### src/rtl/lif_tdm_scheduler.sv
// lif_tdm_scheduler: one LIF update engine time-shared over NUM_NEURONS neurons; define LIF_SAT_EN to saturate potentials instead of wrapping
module lif_tdm_scheduler #(
  parameter int NUM_NEURONS = 8,
  parameter int INPUT_WIDTH = 8,
  parameter int POTENTIAL_WIDTH = 16,
  parameter logic signed [POTENTIAL_WIDTH-1:0] THRESHOLD = 16'sh7000,
  parameter int LEAK_FACTOR = 4,
  parameter int REFRACTORY_PERIOD = 4,
  localparam int IW = $clog2(NUM_NEURONS),
  localparam int SW = $clog2(NUM_NEURONS + 1)
) (
  input  logic                          clk,
  input  logic                          rst,
  input  logic                          step_start,
  output logic                          step_busy,
  output logic                          step_done,
  output logic [SW-1:0]                 step_spikes,
  input  logic                          cur_valid,
  output logic                          cur_ready,
  input  logic signed [INPUT_WIDTH-1:0] cur_data,
  output logic [IW-1:0]                 cur_idx,
  output logic                          spike_valid,
  output logic [IW-1:0]                 spike_idx,
  input  logic                          spike_ready
);
  localparam int W = POTENTIAL_WIDTH;
  localparam int RW = $clog2(REFRACTORY_PERIOD + 1);
  localparam logic signed [W-1:0] V_MAX = {1'b0, {(W-1){1'b1}}};
  localparam logic signed [W-1:0] V_MIN = {1'b1, {(W-1){1'b0}}};
  localparam logic [2:0] IDLE = 3'd0, FETCH = 3'd1, UPDATE = 3'd2, EMIT = 3'd3, DONE = 3'd4;
`ifdef LIF_SAT_EN
  localparam bit SAT_EN = 1'b1;
`else
  localparam bit SAT_EN = 1'b0;
`endif
  logic [2:0] state;
  logic [IW-1:0] idx;
  logic [SW-1:0] tally;
  logic signed [INPUT_WIDTH-1:0] cur_q;
  logic signed [W-1:0] v_mem [NUM_NEURONS];
  logic [RW-1:0] refr_mem [NUM_NEURONS];
  logic signed [W-1:0] v_cur, leak, v_next;
  logic [RW-1:0] r_cur;
  logic signed [W+1:0] sum;
  logic ovf, fire, last;
  logic [2:0] nxt_state;
  logic [IW-1:0] nxt_idx;
  assign step_busy = state != IDLE;
  assign step_done = state == DONE;
  assign cur_ready = state == FETCH;
  assign spike_valid = state == EMIT;
  assign cur_idx = idx;
  assign spike_idx = idx;
  assign last = idx == IW'(NUM_NEURONS - 1);
  assign nxt_state = last ? DONE : FETCH;
  assign nxt_idx = last ? idx : idx + 1'b1;
  // Evaluate the LIF rule for the neuron under service from its pre-update state; the sum keeps two guard bits
  always_comb begin
    v_cur = v_mem[idx];
    r_cur = refr_mem[idx];
    leak = v_cur >>> LEAK_FACTOR;
    sum = {{2{v_cur[W-1]}}, v_cur} + {{(W+2-INPUT_WIDTH){cur_q[INPUT_WIDTH-1]}}, cur_q} - {{2{leak[W-1]}}, leak};
    ovf = !((&sum[W+1:W-1]) || !(|sum[W+1:W-1]));
    v_next = (SAT_EN && ovf) ? (sum[W+1] ? V_MIN : V_MAX) : sum[W-1:0];
    fire = (r_cur == '0) && (v_cur >= THRESHOLD) && (v_cur < V_MAX);
  end
  // Step sequencer: fetch a current, update one neuron, optionally emit its spike, advance to the next
  always_ff @(posedge clk) begin
    if (rst) begin
      state <= IDLE;
      idx <= '0;
      tally <= '0;
      cur_q <= '0;
      step_spikes <= '0;
      for (int i = 0; i < NUM_NEURONS; i++) begin
        v_mem[i] <= '0;
        refr_mem[i] <= '0;
      end
    end else begin
      case (state)
        IDLE: if (step_start) begin
          state <= FETCH;
          idx <= '0;
          tally <= '0;
        end
        FETCH: if (cur_valid) begin
          cur_q <= cur_data;
          state <= UPDATE;
        end
        UPDATE: begin
          v_mem[idx] <= fire ? '0 : (r_cur != '0) ? v_cur : v_next;
          refr_mem[idx] <= fire ? RW'(REFRACTORY_PERIOD) : (r_cur != '0) ? r_cur - 1'b1 : '0;
          tally <= fire ? tally + 1'b1 : tally;
          state <= fire ? EMIT : nxt_state;
          idx <= fire ? idx : nxt_idx;
        end
        EMIT: if (spike_ready) begin
          state <= nxt_state;
          idx <= nxt_idx;
        end
        DONE: begin
          step_spikes <= tally;
          state <= IDLE;
        end
        default: state <= IDLE;
      endcase
    end
  end
endmodule
### config.mk
export PLATFORM = sky130hd
export DESIGN_NAME = lif_tdm_scheduler
export DESIGN_NICKNAME = d
export VERILOG_FILES = /design/src/rtl/lif_tdm_scheduler.sv
export SDC_FILE = /design/constraint.sdc
export NUM_CORES = 1
export LEC_CHECK = 0
export CAP_MARGIN = 20
export CORE_MARGIN = 5
export CORE_UTILIZATION = 36
export CTS_CLUSTER_SIZE = 20
export DETAILED_ROUTE_END_ITERATION = 12
export HOLD_SLACK_MARGIN = 0.02
export PLACE_DENSITY = 0.56
export SLEW_MARGIN = 20
export SYNTH_ARGS = -nofsm -noshare
export SYNTH_HDL_FRONTEND = slang
export SYNTH_SLANG_ARGS = --single-unit
### constraint.sdc
create_clock -name clk -period 4.4 [get_ports clk]
set_clock_uncertainty 0.1 [all_clocks]
set_input_delay 0.44 -clock clk [delete_from_list [all_inputs] [get_ports clk]]
set_output_delay 0.44 -clock clk [all_outputs]
set_load 0.02 [all_outputs]
==> load_flow_metrics.sql <==
INSERT INTO impl_metrics (metric_group, metric, value, unit) VALUES
('timing', 'final_hold_viol_count', '0', ''),
('clock_network', 'clkTransAtPathRegs', '70', 'ps'),
('timing', 'final_min_period_over_clock_period', '96.8', '%'),
('finish', 'design_area', '0.0112', 'sq mm'),
('die', 'floorplan.die.width', '172', 'um'),
('timing', 'maxSlewViolCount', '0', ''),
('die', 'core_area', '0.0259', 'sq mm'),
('power_and_ir_drop', 'power_switching_share', '32.2', '%'),
('finish', 'finish.utilization', '43.2', '%'),
('timing', 'min_period', '4260', 'ps'),
('worst_setup_path', 'end_kind', 'register', ''),
('logic_synthesis', 'synth-edff-count', '152', ''),
('logic_synthesis', 'synth.yosys.warnings', '0', ''),
('worst_setup_path', 'worstPathArrival', '4320', 'ps'),
('die', 'rows', '59', ''),
('drt', 'vias_per_cell', '5.16', ''),
('power_and_ir_drop', 'net-switching-power', '1.59', 'mW'),
('timing', 'timing.max_slew.rel_slack', '57.8', '%'),
('place', 'placed_cells', '1173', ''),
('power_and_ir_drop', 'static-leakage-power', '4.23', 'nW'),
('power_and_ir_drop', 'combPwrFrac', '30.7', '%'),
('die', 'dieHeight', '172', 'um'),
('logic_synthesis', 'syn_nets', '833', ''),
('global_routing', 'pin_count_of_the_biggest_net_entering_global_routing', '28', ''),
('timing', 'rsz0062_at_grt', 'false', ''),
('clock_network', 'htree_num_levels', '4', ''),
('timing', 'achievable-frequency', '0.235', 'GHz'),
('finish', 'fillCellCount', '2399', ''),
('worst_setup_path', 'cp.required', '4460', 'ps'),
('job', 'cap_viol_max_count', '0', ''),
('logic_synthesis', 'synth-seq-cells', '177', ''),
('global_routing', 'grt_first_pass_wirelength', '37.1', 'mm'),
('die', 'design.die.area', '0.0295', 'sq mm'),
('clock_network', 'clock_path_buffers', '2', ''),
('drt', 'vias', '6236', ''),
('global_routing', 'first_global_vias', '6405', ''),
('clock_network', 'clock_tree_root_buffer_cell', 'sky130_fd_sc_hd__clkbuf_16', ''),
('logic_synthesis', 'gate_count_post_synth', '784', ''),
('timing', 'worst_pin_slew', '632', 'ps'),
('logic_synthesis', 'synth_top_area_cell', 'sky130_fd_sc_hd__edfxtp_1', ''),
('finish', 'syn2layout_area_growth', '18.7', '%'),
('timing', 'report.final.setup_viol', '0', ''),
('logic_synthesis', 'synth.most_common_cell', 'sky130_fd_sc_hd__nor2_1', ''),
('drt', 'drt_drc_violations_left', '0', ''),
('global_routing', 'grt_antenna_before_repair', '0', ''),
('timing', 'layout_setup_ws', '141', 'ps'),
('place', 'dp_worst_setup_slack', '-261', 'ps'),
('logic_synthesis', 'post_synth_num_cell_types', '72', ''),
('logic_synthesis', 'synth.top_cells.by_area', 'sky130_fd_sc_hd__edfxtp_1, sky130_fd_sc_hd__nor2_1, sky130_fd_sc_hd__dfxtp_1', ''),
('clock_network', 'cts_tree', 'yes', ''),
('clock_network', 'clock_latency', '430', 'ps'),
('drt', 'totalWireLength', '23.8', 'mm'),
('worst_setup_path', 'worst_path_fanout_max', '14', ''),
('clock_network', 'holdBufCountCts', '0', ''),
('drt', 'detailedRoute.firstIterationViolations', '447', ''),
('place', 'dpl-instance-area', '0.0104', 'sq mm'),
('run_status', 'status', 'completed', ''),
('drt', 'mean_routed_wirelength_per_cell', '19.7', 'um'),
('power_and_ir_drop', 'worst_ir_drop_vdd', '286', 'uV'),
('finish', 'fraction_of_layout_instances_using_a_drive_strength_above_1', '18.9', '%'),
('power_and_ir_drop', 'intPower', '3.35', 'mW'),
('place', 'place.port_buffers', '26', ''),
('clock_network', 'cts.sink_count', '177', ''),
('power_and_ir_drop', 'power_frac_seq', '38.6', '%'),
('timing', 'timing.setup.tns', '0', 'ps'),
('logic_synthesis', 'synth_top_cells_by_count', 'sky130_fd_sc_hd__nor2_1, sky130_fd_sc_hd__edfxtp_1, sky130_fd_sc_hd__inv_1', ''),
('power_and_ir_drop', 'power.total', '4.95', 'mW'),
('finish', 'nNetsFinal', '911', ''),
('finish', 'antenna_cells', '0', ''),
('finish', 'finish.cell_count_without_fillers', '1209', ''),
('global_routing', 'globalRoute.totalOverflow', '0', '');
[layout by cell type (no fill, tap or decap), drive strengths merged, types with 3 or more instances in the layout]
cell type / n
nor2: 193
edfxtp: 152
buf: 75
inv: 66
nand2: 36
mux2i: 33
mux4: 30
clkdlybuf4s50: 26
dfxtp: 25
ha: 21
a21oi: 21
o21ai: 20
nand3: 19
clkbuf: 17
nand2b: 15
fa: 15
nor3: 9
o211ai: 8
a22oi: 7
xnor2: 7
and3: 6
clkinv: 6
nor2b: 5
or3: 5
xor2: 4
a21o: 3
a211o: 3
a31oi: 3
or4: 3
o221ai: 3
o2111ai: 3
o311ai: 3
[path summary, 6_finish.rpt]
check,slack [ps],from,to,cells past startpoint
worst max-delay path,140,register,v_mem[4][11]$_SDFFCE_PN0P_,14
worst max register to register,140,register,v_mem[4][11]$_SDFFCE_PN0P_,14
worst min register to register,380,tally[3]$_SDFFE_PP0P_,tally[3]$_SDFFE_PP0P_,2
worst min-delay path,380,tally[3]$_SDFFE_PP0P_,tally[3]$_SDFFE_PP0P_,2
[metal layers]
layer  vias to the layer above  global-route usage (%)  wire length [um]
li1                       2967                       -                 -
met1                      3113                    22.8             10700
met2                       126                    27.3             11700
met3                        30                    2.16               857
met4                         0                    6.05               536
met5                         -                       0                 0
[critical path: stages (launching register included)]
cell	delay (ps)
sky130_fd_sc_hd__dfxtp_2	360
sky130_fd_sc_hd__buf_12	170
sky130_fd_sc_hd__mux4_1	580
sky130_fd_sc_hd__mux2i_2	210
sky130_fd_sc_hd__inv_1	90
sky130_fd_sc_hd__fa_1	490
sky130_fd_sc_hd__inv_1	50
sky130_fd_sc_hd__ha_1	360
sky130_fd_sc_hd__and3_1	250
sky130_fd_sc_hd__a211o_1	360
sky130_fd_sc_hd__o221ai_2	190
sky130_fd_sc_hd__a41oi_2	160
sky130_fd_sc_hd__or3_1	380
sky130_fd_sc_hd__o2111ai_4	160
sky130_fd_sc_hd__nor2_1	70
[cell type report]
type                    count  area (sq um)  area share (%)
flip-flops and latches    177          5070            45.3
clock inverters            14           154            1.38
repair buffers            101           902            8.06
multi-input cells         504          3990            35.6
inverters                  61           233            2.08
well taps                 335           419            3.75
clock buffers              17           425            3.80
[power by group through the flow]
stage | logic [mW] | clock network, mW | registers (mW)
6_report | 1.52 | 1.52 | 1.91
3_3_place_gp | 1.43 | 0 | 1.94
2_1_floorplan | 0.916 | 0 | 1.93
4_1_cts | 1.47 | 1.55 | 1.91
3_5_place_dp | 1.44 | 0 | 1.94
5_1_grt | 1.67 | 1.61 | 1.91
[registers in the layout, summed over array words and instances, names as in the netlist, named ones only]
signal,flops
v_mem,128
refr_mem,24
state,3
tally,4
cur_idx,3
cur_q,8
step_spikes,4
[repair_timing]
item                       CTS  global route
setup endpoints to repair   50            64
resized for setup            7            21
gates cloned                 0             0
setup buffers                0             5
pin swaps                    0             3
[logic make-up after synthesis]
logic type | synth area share [%]
AND/OR/NAND/NOR | 14.7
flip-flops | 53.7
buffers and inverters | 5.37
AO/OA/AOI/OAI | 7.74
multiplexers | 11.4
adder cells (fa/ha/maj) | 5.97
XOR/XNOR | 1.02
Note: power is estimated with default switching activity, not from simulation.
